File: src/rtl/positron_stream_feeder_if.sv
// Stream bundle between an activation/weight producer pair, the positron feeder and the downstream positron.
// master = feeder side, slave = surrounding environment.
interface positron_stream_feeder_if #(
  parameter int unsigned POSIT_WIDTH = 16
);
  logic                     act_rts_i;
  logic                     act_rtr_o;
  logic                     act_eow_i;
  logic [POSIT_WIDTH-1:0]   act_data_i;
  logic                     w_rts_i;
  logic                     w_rtr_o;
  logic [POSIT_WIDTH-1:0]   w_data_i;
  logic                     rtr_i;
  logic                     rts_o;
  logic                     sow_o;
  logic                     eow_o;
  logic [2*POSIT_WIDTH-1:0] data_o;

  modport master (
    input  act_rts_i, act_eow_i, act_data_i, w_rts_i, w_data_i, rtr_i,
    output act_rtr_o, w_rtr_o, rts_o, sow_o, eow_o, data_o
  );

  modport slave (
    output act_rts_i, act_eow_i, act_data_i, w_rts_i, w_data_i, rtr_i,
    input  act_rtr_o, w_rtr_o, rts_o, sow_o, eow_o, data_o
  );
endinterface

File: src/rtl/positron_stream_feeder.sv
// Buffers one activation vector and streams {weight, activation} words framed by sow/eow for NB_NEURONS dot products.
// Optional NaR detection output enabled by defining POSITRON_FEEDER_NAR_CHECK_EN.
module positron_stream_feeder #(
  parameter int unsigned POSIT_WIDTH = 16,
  parameter int unsigned VEC_LEN     = 16,
  parameter int unsigned NB_NEURONS  = 8
) (
  input  logic                     clk,
  input  logic                     rst_n,
  positron_stream_feeder_if.master bus,
`ifdef POSITRON_FEEDER_NAR_CHECK_EN
  output logic                     nar_o,
`endif
  output logic                     busy_o,
  output logic                     done_o,
  output logic                     err_o
);

  localparam int unsigned IDX_W = $clog2(VEC_LEN);
  localparam int unsigned LEN_W = IDX_W + 1;
  localparam int unsigned NRN_W = $clog2(NB_NEURONS + 1);

  typedef enum logic [1:0] {IDLE, LOAD, STREAM, DRAIN} state_t;

  state_t                   state_q, state_d;
  logic [IDX_W-1:0]         idx_q;
  logic [NRN_W-1:0]         nrn_q;
  logic [LEN_W-1:0]         len_q;
  logic [POSIT_WIDTH-1:0]   mem [VEC_LEN];
  logic                     rts_q, sow_q, eow_q;
  logic [2*POSIT_WIDTH-1:0] data_q;
  logic                     act_rtr_q, busy_q, done_q, err_q;

  logic                     act_fire_c, w_rtr_c, w_fire_c, out_fire_c;
  logic                     idx_last_c, nrn_last_c, load_end_c;
  logic [POSIT_WIDTH-1:0]   rd_c;

  always_ff @(posedge clk or negedge rst_n) begin
    if (!rst_n) state_q <= IDLE;
    else        state_q <= state_d;
  end

  always_comb begin
    state_d = state_q;
    case (state_q)
      IDLE:    if (act_fire_c) state_d = load_end_c ? STREAM : LOAD;
      LOAD:    if (load_end_c) state_d = STREAM;
      STREAM:  if (w_fire_c && idx_last_c && nrn_last_c) state_d = DRAIN;
      DRAIN:   if (out_fire_c) state_d = IDLE;
      default: state_d = IDLE;
    endcase
  end

  // Handshake strobes; weights only flow while the output slot is free or draining this cycle.
  always_comb begin
    act_fire_c = 1'b0;
    w_rtr_c    = 1'b0;
    w_fire_c   = 1'b0;
    out_fire_c = rts_q & bus.rtr_i;
    idx_last_c = (idx_q == IDX_W'(VEC_LEN - 1));
    nrn_last_c = (nrn_q == NRN_W'(NB_NEURONS - 1));
    case (state_q)
      IDLE, LOAD: act_fire_c = act_rtr_q & bus.act_rts_i;
      STREAM: begin
        w_rtr_c  = ~rts_q | bus.rtr_i;
        w_fire_c = w_rtr_c & bus.w_rts_i;
      end
      default: ;
    endcase
    load_end_c = act_fire_c & (bus.act_eow_i | idx_last_c);
  end

  // Entries beyond a short vector read as the zero posit.
  assign rd_c = (LEN_W'(idx_q) < len_q) ? mem[idx_q] : '0;

  always_ff @(posedge clk) begin
    if (act_fire_c) mem[idx_q] <= bus.act_data_i;
  end

  always_ff @(posedge clk or negedge rst_n) begin
    if (!rst_n) begin
      idx_q     <= '0;
      nrn_q     <= '0;
      len_q     <= '0;
      rts_q     <= 1'b0;
      sow_q     <= 1'b0;
      eow_q     <= 1'b0;
      data_q    <= '0;
      act_rtr_q <= 1'b0;
      busy_q    <= 1'b0;
      done_q    <= 1'b0;
      err_q     <= 1'b0;
    end else begin
      act_rtr_q <= (state_d == IDLE) || (state_d == LOAD);
      busy_q    <= (state_d != IDLE);
      done_q    <= (state_q == DRAIN) && out_fire_c;
      if (act_fire_c) begin
        idx_q <= load_end_c ? '0 : idx_q + IDX_W'(1);
        len_q <= LEN_W'(idx_q) + LEN_W'(1);
        if (idx_last_c && !bus.act_eow_i) err_q <= 1'b1;
      end
      if (w_fire_c) begin
        data_q <= {bus.w_data_i, rd_c};
        sow_q  <= (idx_q == '0);
        eow_q  <= idx_last_c;
        rts_q  <= 1'b1;
        idx_q  <= idx_last_c ? '0 : idx_q + IDX_W'(1);
        if (idx_last_c) nrn_q <= nrn_last_c ? '0 : nrn_q + NRN_W'(1);
      end else if (out_fire_c) begin
        rts_q <= 1'b0;
      end
    end
  end

`ifdef POSITRON_FEEDER_NAR_CHECK_EN
  localparam logic [POSIT_WIDTH-1:0] NAR = {1'b1, {(POSIT_WIDTH-1){1'b0}}};
  logic nar_q;

  // A NaR on the very beat that starts a new vector still flags.
  always_ff @(posedge clk or negedge rst_n) begin
    if (!rst_n) nar_q <= 1'b0;
    else if ((act_fire_c && bus.act_data_i == NAR) || (w_fire_c && bus.w_data_i == NAR))
      nar_q <= 1'b1;
    else if (act_fire_c && state_q == IDLE)
      nar_q <= 1'b0;
  end

  assign nar_o = nar_q;
`endif

  assign bus.act_rtr_o = act_rtr_q;
  assign bus.w_rtr_o   = w_rtr_c;
  assign bus.rts_o     = rts_q;
  assign bus.sow_o     = sow_q;
  assign bus.eow_o     = eow_q;
  assign bus.data_o    = data_q;
  assign busy_o        = busy_q;
  assign done_o        = done_q;
  assign err_o         = err_q;

endmodule

File: src/flat_wrapper.sv
// flat-port wrapper written by rule: the top's interface ports become plain ports
module positron_stream_feeder_flat 
#(
  parameter int unsigned POSIT_WIDTH = 16,
  parameter int unsigned VEC_LEN     = 16,
  parameter int unsigned NB_NEURONS  = 8
)
  (clk, rst_n, busy_o, done_o, err_o, bus_act_rts_i, bus_act_eow_i, bus_act_data_i, bus_w_rts_i, bus_w_data_i, bus_rtr_i, bus_act_rtr_o, bus_w_rtr_o, bus_rts_o, bus_sow_o, bus_eow_o, bus_data_o);
  positron_stream_feeder_if #(.POSIT_WIDTH(POSIT_WIDTH)) bus_i ();
  input  logic clk;
  input  logic rst_n;
  output logic busy_o;
  output logic done_o;
  output logic err_o;
  input wire logic [$bits(bus_i.act_rts_i)-1:0] bus_act_rts_i;
  input wire logic [$bits(bus_i.act_eow_i)-1:0] bus_act_eow_i;
  input wire logic [$bits(bus_i.act_data_i)-1:0] bus_act_data_i;
  input wire logic [$bits(bus_i.w_rts_i)-1:0] bus_w_rts_i;
  input wire logic [$bits(bus_i.w_data_i)-1:0] bus_w_data_i;
  input wire logic [$bits(bus_i.rtr_i)-1:0] bus_rtr_i;
  output wire logic [$bits(bus_i.act_rtr_o)-1:0] bus_act_rtr_o;
  output wire logic [$bits(bus_i.w_rtr_o)-1:0] bus_w_rtr_o;
  output wire logic [$bits(bus_i.rts_o)-1:0] bus_rts_o;
  output wire logic [$bits(bus_i.sow_o)-1:0] bus_sow_o;
  output wire logic [$bits(bus_i.eow_o)-1:0] bus_eow_o;
  output wire logic [$bits(bus_i.data_o)-1:0] bus_data_o;
  assign bus_i.act_rts_i = bus_act_rts_i;
  assign bus_i.act_eow_i = bus_act_eow_i;
  assign bus_i.act_data_i = bus_act_data_i;
  assign bus_i.w_rts_i = bus_w_rts_i;
  assign bus_i.w_data_i = bus_w_data_i;
  assign bus_i.rtr_i = bus_rtr_i;
  assign bus_act_rtr_o = bus_i.act_rtr_o;
  assign bus_w_rtr_o = bus_i.w_rtr_o;
  assign bus_rts_o = bus_i.rts_o;
  assign bus_sow_o = bus_i.sow_o;
  assign bus_eow_o = bus_i.eow_o;
  assign bus_data_o = bus_i.data_o;
  positron_stream_feeder #(.POSIT_WIDTH(POSIT_WIDTH), .VEC_LEN(VEC_LEN), .NB_NEURONS(NB_NEURONS)) u_core (.clk(clk), .rst_n(rst_n), .bus(bus_i), .busy_o(busy_o), .done_o(done_o), .err_o(err_o));
endmodule
File: config.mk
export PLATFORM = sky130hd
export DESIGN_NAME = positron_stream_feeder_flat
export DESIGN_NICKNAME = d
export VERILOG_FILES = /design/src/rtl/positron_stream_feeder_if.sv /design/src/rtl/positron_stream_feeder.sv /design/src/flat_wrapper.sv
export SDC_FILE = /design/constraint.sdc
export NUM_CORES = 1
export LEC_CHECK = 0
export BUFFER_PORTS_ARGS = -buffer_cell sky130_fd_sc_hd__buf_2
export CAP_MARGIN = 30
export CORE_ASPECT_RATIO = 1.5
export CORE_UTILIZATION = 26
export CTS_BUF_LIST = sky130_fd_sc_hd__clkbuf_4 sky130_fd_sc_hd__clkbuf_8 sky130_fd_sc_hd__clkbuf_16
export DETAILED_ROUTE_END_ITERATION = 10
export PLACE_DENSITY = 0.45
export SLEW_MARGIN = 5
export SYNTH_ARGS = -nofsm -noshare
export SYNTH_HDL_FRONTEND = slang
export SYNTH_SLANG_ARGS = --single-unit
File: constraint.sdc
create_clock -name clk -period 6.4 [get_ports clk]
set_clock_uncertainty 0.2 [all_clocks]
set_input_delay 1.28 -clock clk [delete_from_list [all_inputs] [get_ports clk]]
set_output_delay 1.28 -clock clk [all_outputs]
set_load 0.01 [all_outputs]
# Word level (Yosys, flattened, before mapping)
# Memory sizes are Yosys's and may differ from the RTL's.
# Index checks and enable logic that the tools add are counted.
[classes]
addsub = 3
order_cmp = 1
n_eq_ne = 6
muxes = 19
bitwise = 7
n_reduce_logical = 15
[ops]
columns = ["op", "count"]
rows = [
  ["two-way mux 4 bit", 5],
  ["two-way mux 16 bit", 1],
  ["two-way mux 2 bit", 5],
  ["adder 4 x 1 -> 4 bit, second input constant", 2],
  ["case mux 2 bit (4 select lines)", 1],
  ["two-way mux 1 bit", 7],
  ["nonzero test 2 bit", 3],
  ["adder 4 x 1 -> 5 bit, second input constant", 1],
  ["less-than comparator 4 x 5 -> 1 bit", 1],
  ["bitwise AND 1 bit", 4],
  ["== test 2 x 1 -> 1 bit, second input constant", 2],
  ["== test 2 bit, second input constant", 2],
  ["== test 4 x 3 -> 1 bit, second input constant", 1],
  ["== test 4 bit, second input constant", 1],
  ["logical AND 1 bit", 4],
  ["logical NOT 2 bit", 2],
  ["logical NOT 4 bit", 1],
  ["AND reduction 2 bit", 2],
  ["bitwise OR 1 bit", 2],
  ["OR reduction 2 bit", 1],
  ["logical NOT 1 bit", 1],
  ["logical OR 1 bit", 1],
  ["NOT 1 bit", 1],
]
[word_totals]
ff_bits = 54
mem_bits_rw = 256
inputBits = 38
mem_count = 1
[memory_table]
columns = ["name", "words", "width", "read_ports", "rd_ports_with_merged_regs", "wr", "line", "text"]
rows = [
  ["u_core.mem", 16, 16, 1, 0, 1, "positron_stream_feeder.sv:29", "logic [POSIT_WIDTH-1:0] mem [VEC_LEN];"],
]

# Longest topological paths before layout
[logic_depth]
word_depth = 10
depth_mapped = 8
mapped_depth_nobuf = 6

# Worst setup path after synthesis
# Ideal clock, no wire load.
[synth_timing]
path_type = "input to register"
from = "input bus_act_rts_i"
to = "memory u_core.mem[0][0], enable pin"
setup_ns = 0.409
t_arrival_ns = 2.988
required_ns = 5.791
path_slack_ns = 2.802
path_stages = 5
n_path_buf = 1
path_cell_list = "nand2_1 > nor2_1 > clkbuf_1 > nand2_1 > nor3_1"
[synth_between]
elab_chain_cells = 4
[synth_rtl]
columns = ["item", "line", "text"]
rows = [
  ["start: declaration", "flat_wrapper.sv:15", "input wire logic [$bits(bus_i.act_rts_i)-1:0] bus_act_rts_i;"],
  ["bitwise AND 1 bit", "positron_stream_feeder.sv:63", "IDLE, LOAD: act_fire_c = act_rtr_q & bus.act_rts_i;"],
  ["two-way mux 1 bit", "positron_stream_feeder.sv:62", "case (state_q)"],
  ["two-way mux 1 bit", "positron_stream_feeder.sv:77", "if (act_fire_c) mem[idx_q] <= bus.act_data_i;"],
  ["two-way mux 1 bit (implied by the code)", "positron_stream_feeder.sv:77", ""],
  ["end: declaration", "positron_stream_feeder.sv:29", ""],
]
# No other way between the ends.

# Final worst setup path
[layout_timing]
from = "register u_core.idx_q[0]"
to = "register u_core.data_q[4], in the netlist u_core.bus.data_o[4]"
[layout_between]
elab_chain_cells = 2
word_cells_on_any_way = 3
classes_between = "order compare (1); mux (1); memory (1)"
[layout_rtl]
columns = ["item", "line", "text"]
rows = [
  ["start: declaration", "positron_stream_feeder.sv:26", "logic [IDX_W-1:0] idx_q;"],
  ["start signal: assignment", "positron_stream_feeder.sv:98", "idx_q <= load_end_c ? '0 : idx_q + IDX_W'(1);"],
  ["start signal: assignment", "positron_stream_feeder.sv:107", "idx_q <= idx_last_c ? '0 : idx_q + IDX_W'(1);"],
  ["memory (16 x 16 bit) or less-than comparator 4 x 5 -> 1 bit (tied branches)", "-", ""],
  ["two-way mux 16 bit *", "positron_stream_feeder.sv:74", "assign rd_c = (LEN_W'(idx_q) < len_q) ? mem[idx_q] : '0;"],
  ["end signal: assignment", "positron_stream_feeder.sv:103", "data_q <= {bus.w_data_i, rd_c};"],
  ["end: declaration", "positron_stream_feeder.sv:31", "logic [2*POSIT_WIDTH-1:0] data_q;"],
]
# Every way passes the cells marked *; elsewhere a longest branch is shown, timed or not.
# A chain may end at the register's enable or synchronous reset.

==> results.yml <==
outcome:
  status: "complete, no violations"
global_routing:
  antenna_found_initial: 1
  grt_pass1_wl_um: 44300
  grt_overflow: 0
  grt_pass1_vias: 6401
  track_usage: 0.132
  grt_max_degree: 55
critical_path:
  slowest_delay_ns: 0.89
  worstPathRequired_ns: 6.65
  end_kind: "flip-flop"
  cp-start-kind: "flip-flop"
  cpMaxStageDelayCell: "dfrtp_4"
  ff2ff_setup_slack_ns: 2.93
  worst_ep_arrival_time_ns: 3.72
  path_max_fanout: 37
  path_cells: "buf_4 -> mux4_2 -> mux2i_1 -> o21ai_1 -> a22o_1"
  path_class: "reg2reg"
timing:
  finalCriticalPeriod_ns: 3.47
  slew_violations: 0
  hold_viol: 0
  grt_setup_unrepaired: "false"
  setup_violations: 0
  fin_tns_setup_ns: 0
  fmax_mhz: 288
  finalCritPeriodShare: 0.542
  maxSlewHeadroom: 0.368
  tightest_slew_ns: 0.947
final_layout:
  syn2layout_area_growth_pct: 18.3
  post_route_cells_drive_above_1_share: 0.337
  antennaDiodeCount: 0
  fillers: 4409
  layout.nets: 754
synthesis:
  ys_ff_latch: 310
  async_reset_ff_frac: 0.174
  synth_area_per_cell_sq_um: 19.7
  synth.area.top_cells: "edfxtp_1 64%, mux4_2 12%, dfrtp_1 11%, mux2_1 1.7%, mux2i_1 1.3%"
  synth_top_cell_by_area: "edfxtp_1"
  synthCells: 613
  ys_seq_area_frac: 0.748
  netlist_area_sq_mm: 0.0121
  yosysWarnings: 0
  synth_enable_flop_cells: 256
  syn_nets: 659
  synth.distinct_cells: 40
  synth_ff_type: "edfxtp_1"
  synth_top_area_share: 0.636
clocking:
  clock-root-buffer: "clkbuf_16"
  cts_tree: "yes"
  clkTransAtPathRegs_ns: 0.06
  cts_resized: 0
  hold_buffers: 0
  clock_path_buffers: 3
  post_cts_buffers: 0
  cts.sinks: 310
  cts_made_buffers: 29
  clk_latency_ns: 0.56
  cts.htree.levels: 1
die:
  rows: 96
  start_util: 0.264
  coreArea_sq_mm: 0.0458
  dieArea_sq_mm: 0.0473
  ios: 78
  fp.dieW_um: 178
  die-height_um: 266
worst_hold_path:
  hp-class: "reg2reg"
power:
  ir_drop_v: 0.000194
  total_leakage_power_nw: 4.90
  power_w: 0.00597
  power_density_mw_per_mm2: 417
detailed_routing:
  ant_nets: 0
  drc: 0
  drt_iter0_markers: 359
  wl_per_cell_um: 23.2
  dr.pass1.iters: 4
  drt_wl_total_um: 30600
  vias: 5976
  vias_per_cell: 4.53
placed_design:
  portBuffers: 77
  place_hpwl_um: 19900
  routabilityCongestion: 0.755
job:
  maxCapViolCount: 0
[report_power, final]
group	internal (W)	total, W	switching, W
registers	0.00238	0.00258	0.000204
logic	0.000699	0.00155	0.000848
clock network	0.00109	0.00184	0.000745
total	0.00417	0.00597	0.00180
[kinds of logic (layout without fill, tap and decap cells)]
kind of cell    count (synthesis)  in the layout  share of synthesized area
compound gates                 66             66                     0.0354
mux                           107            107                      0.158
fa+ha+maj                       8              8                    0.00829
flops                         310            310                      0.748
xor+xnor                        2              2                    0.00145
buf+inv                        42            160                     0.0191
simple gates                   78             78                     0.0296
[critical path: cells and delay by family (launching register included)]
kind                   cells  cell delay [ns]
muxes                      2             1.11
AOI/OAI and AO/OA          2             0.37
buffers and inverters      1             0.75
DFF                        1             0.89
[per-stage QoR]
| stage | instance area (sq um) | hold WS (ns) | utilization | std cells | worst slack, ns |
|---|---|---|---|---|---|
| floorplan | 12100 | 0.250 | - | 613 | 2.80 |
| global placement | 13100 | 0.261 | 0.287 | 1256 | 2.56 |
| detailed placement | 13200 | 0.267 | 0.288 | 1258 | 2.58 |
| CTS | 14200 | 0.283 | 0.310 | 1312 | 2.84 |
| global route | 14300 | 0.292 | 0.312 | 1319 | 2.76 |
| finish | 14300 | 0.280 | 0.312 | 1319 | 2.93 |
[flip-flops by register name, indices dropped and copies added, names as in the netlist]
register              flops
u_core.bus.act_rtr_o      1
u_core.bus.data_o        32
u_core.bus.eow_o          1
u_core.bus.rts_o          1
u_core.bus.sow_o          1
u_core.busy_o             1
u_core.done_o             1
u_core.err_o              1
u_core.idx_q              4
u_core.len_q              5
u_core.mem              256
u_core.nrn_q              4
u_core.state_q            2
[cells in the mapped netlist, drive strengths merged (5+ instances only)]
library cell	number
nor2b	7
a22o	16
dfrtp	54
inv	9
edfxtp	256
buf	24
nand2	27
mux2i	16
nor2	20
nor3	5
a21oi	9
mux4	64
mux2	27
clkbuf	9
ha	8
o21ai	26
nand3	9
[layer usage]
| layer | global-route usage | vias up | share of wire |
|---|---|---|---|
| met5 | 0 | - | 0.00043 |
| met4 | 0.0596 | 2 | 0.040 |
| met3 | 0.0164 | 48 | 0.045 |
| met2 | 0.237 | 175 | 0.53 |
| met1 | 0.154 | 3113 | 0.38 |
| li1 | - | 2638 | - |
[layout by cell type (no fill, tap or decap), types with 2 or more instances in the layout]
master | netlist | routed
a211oi_1 | 4 | 4
a21o_1 | 2 | 2
a21oi_1 | 8 | 8
a22o_1 | 16 | 16
a31oi_1 | 4 | 4
buf_2 | 10 | 77
buf_4 | 0 | 11
buf_8 | 0 | 9
bufinv_16 | 0 | 5
clkbuf_16 | 0 | 29
clkbuf_4 | 0 | 10
clkinv_1 | 0 | 2
clkinv_2 | 0 | 4
clkinvlp_4 | 0 | 2
dfrtp_1 | 54 | 50
dfrtp_2 | 0 | 3
edfxtp_1 | 256 | 256
ha_1 | 8 | 8
inv_1 | 6 | 6
inv_2 | 3 | 3
mux2_1 | 18 | 18
mux2_2 | 9 | 9
mux2i_1 | 16 | 16
mux4_2 | 64 | 64
nand2_1 | 27 | 27
nand2b_1 | 4 | 4
nand3_1 | 9 | 9
nor2_1 | 20 | 8
nor2_2 | 0 | 12
nor2b_1 | 7 | 7
nor3_2 | 0 | 4
o21ai_1 | 25 | 25
[final timing paths]
| check | depth (start not counted) | to | startpoint |
|---|---|---|---|
| max | 5 | u_core.bus.data_o[4]$_DFFE_PN0N_ | u_core.idx_q[0]$_DFFE_PN0P_ |
| min | 1 | u_core.len_q[4]$_DFFE_PN0P_ | u_core.len_q[4]$_DFFE_PN0P_ |
| max reg2reg | 5 | u_core.bus.data_o[4]$_DFFE_PN0N_ | u_core.idx_q[0]$_DFFE_PN0P_ |
| min reg2reg | 1 | u_core.len_q[4]$_DFFE_PN0P_ | u_core.len_q[4]$_DFFE_PN0P_ |
| max in group asynchronous | 2 | u_core.idx_q[0]$_DFFE_PN0P_ | rst_n |
| min in group asynchronous | 2 | u_core.busy_o$_DFF_PN0_ | rst_n |
[area by class of cell]
cell class,count,area (sq um),area share
clock buffers,40,815,0.0570
clock inverters,14,201,0.0141
inverters,9,33.8,0.00236
multi-input cells,261,2860,0.200
flip-flops and latches,310,9050,0.633
well taps,588,736,0.0515
repair buffers,97,603,0.0422
No activity file was read; power rests on OpenSTA's default activity.
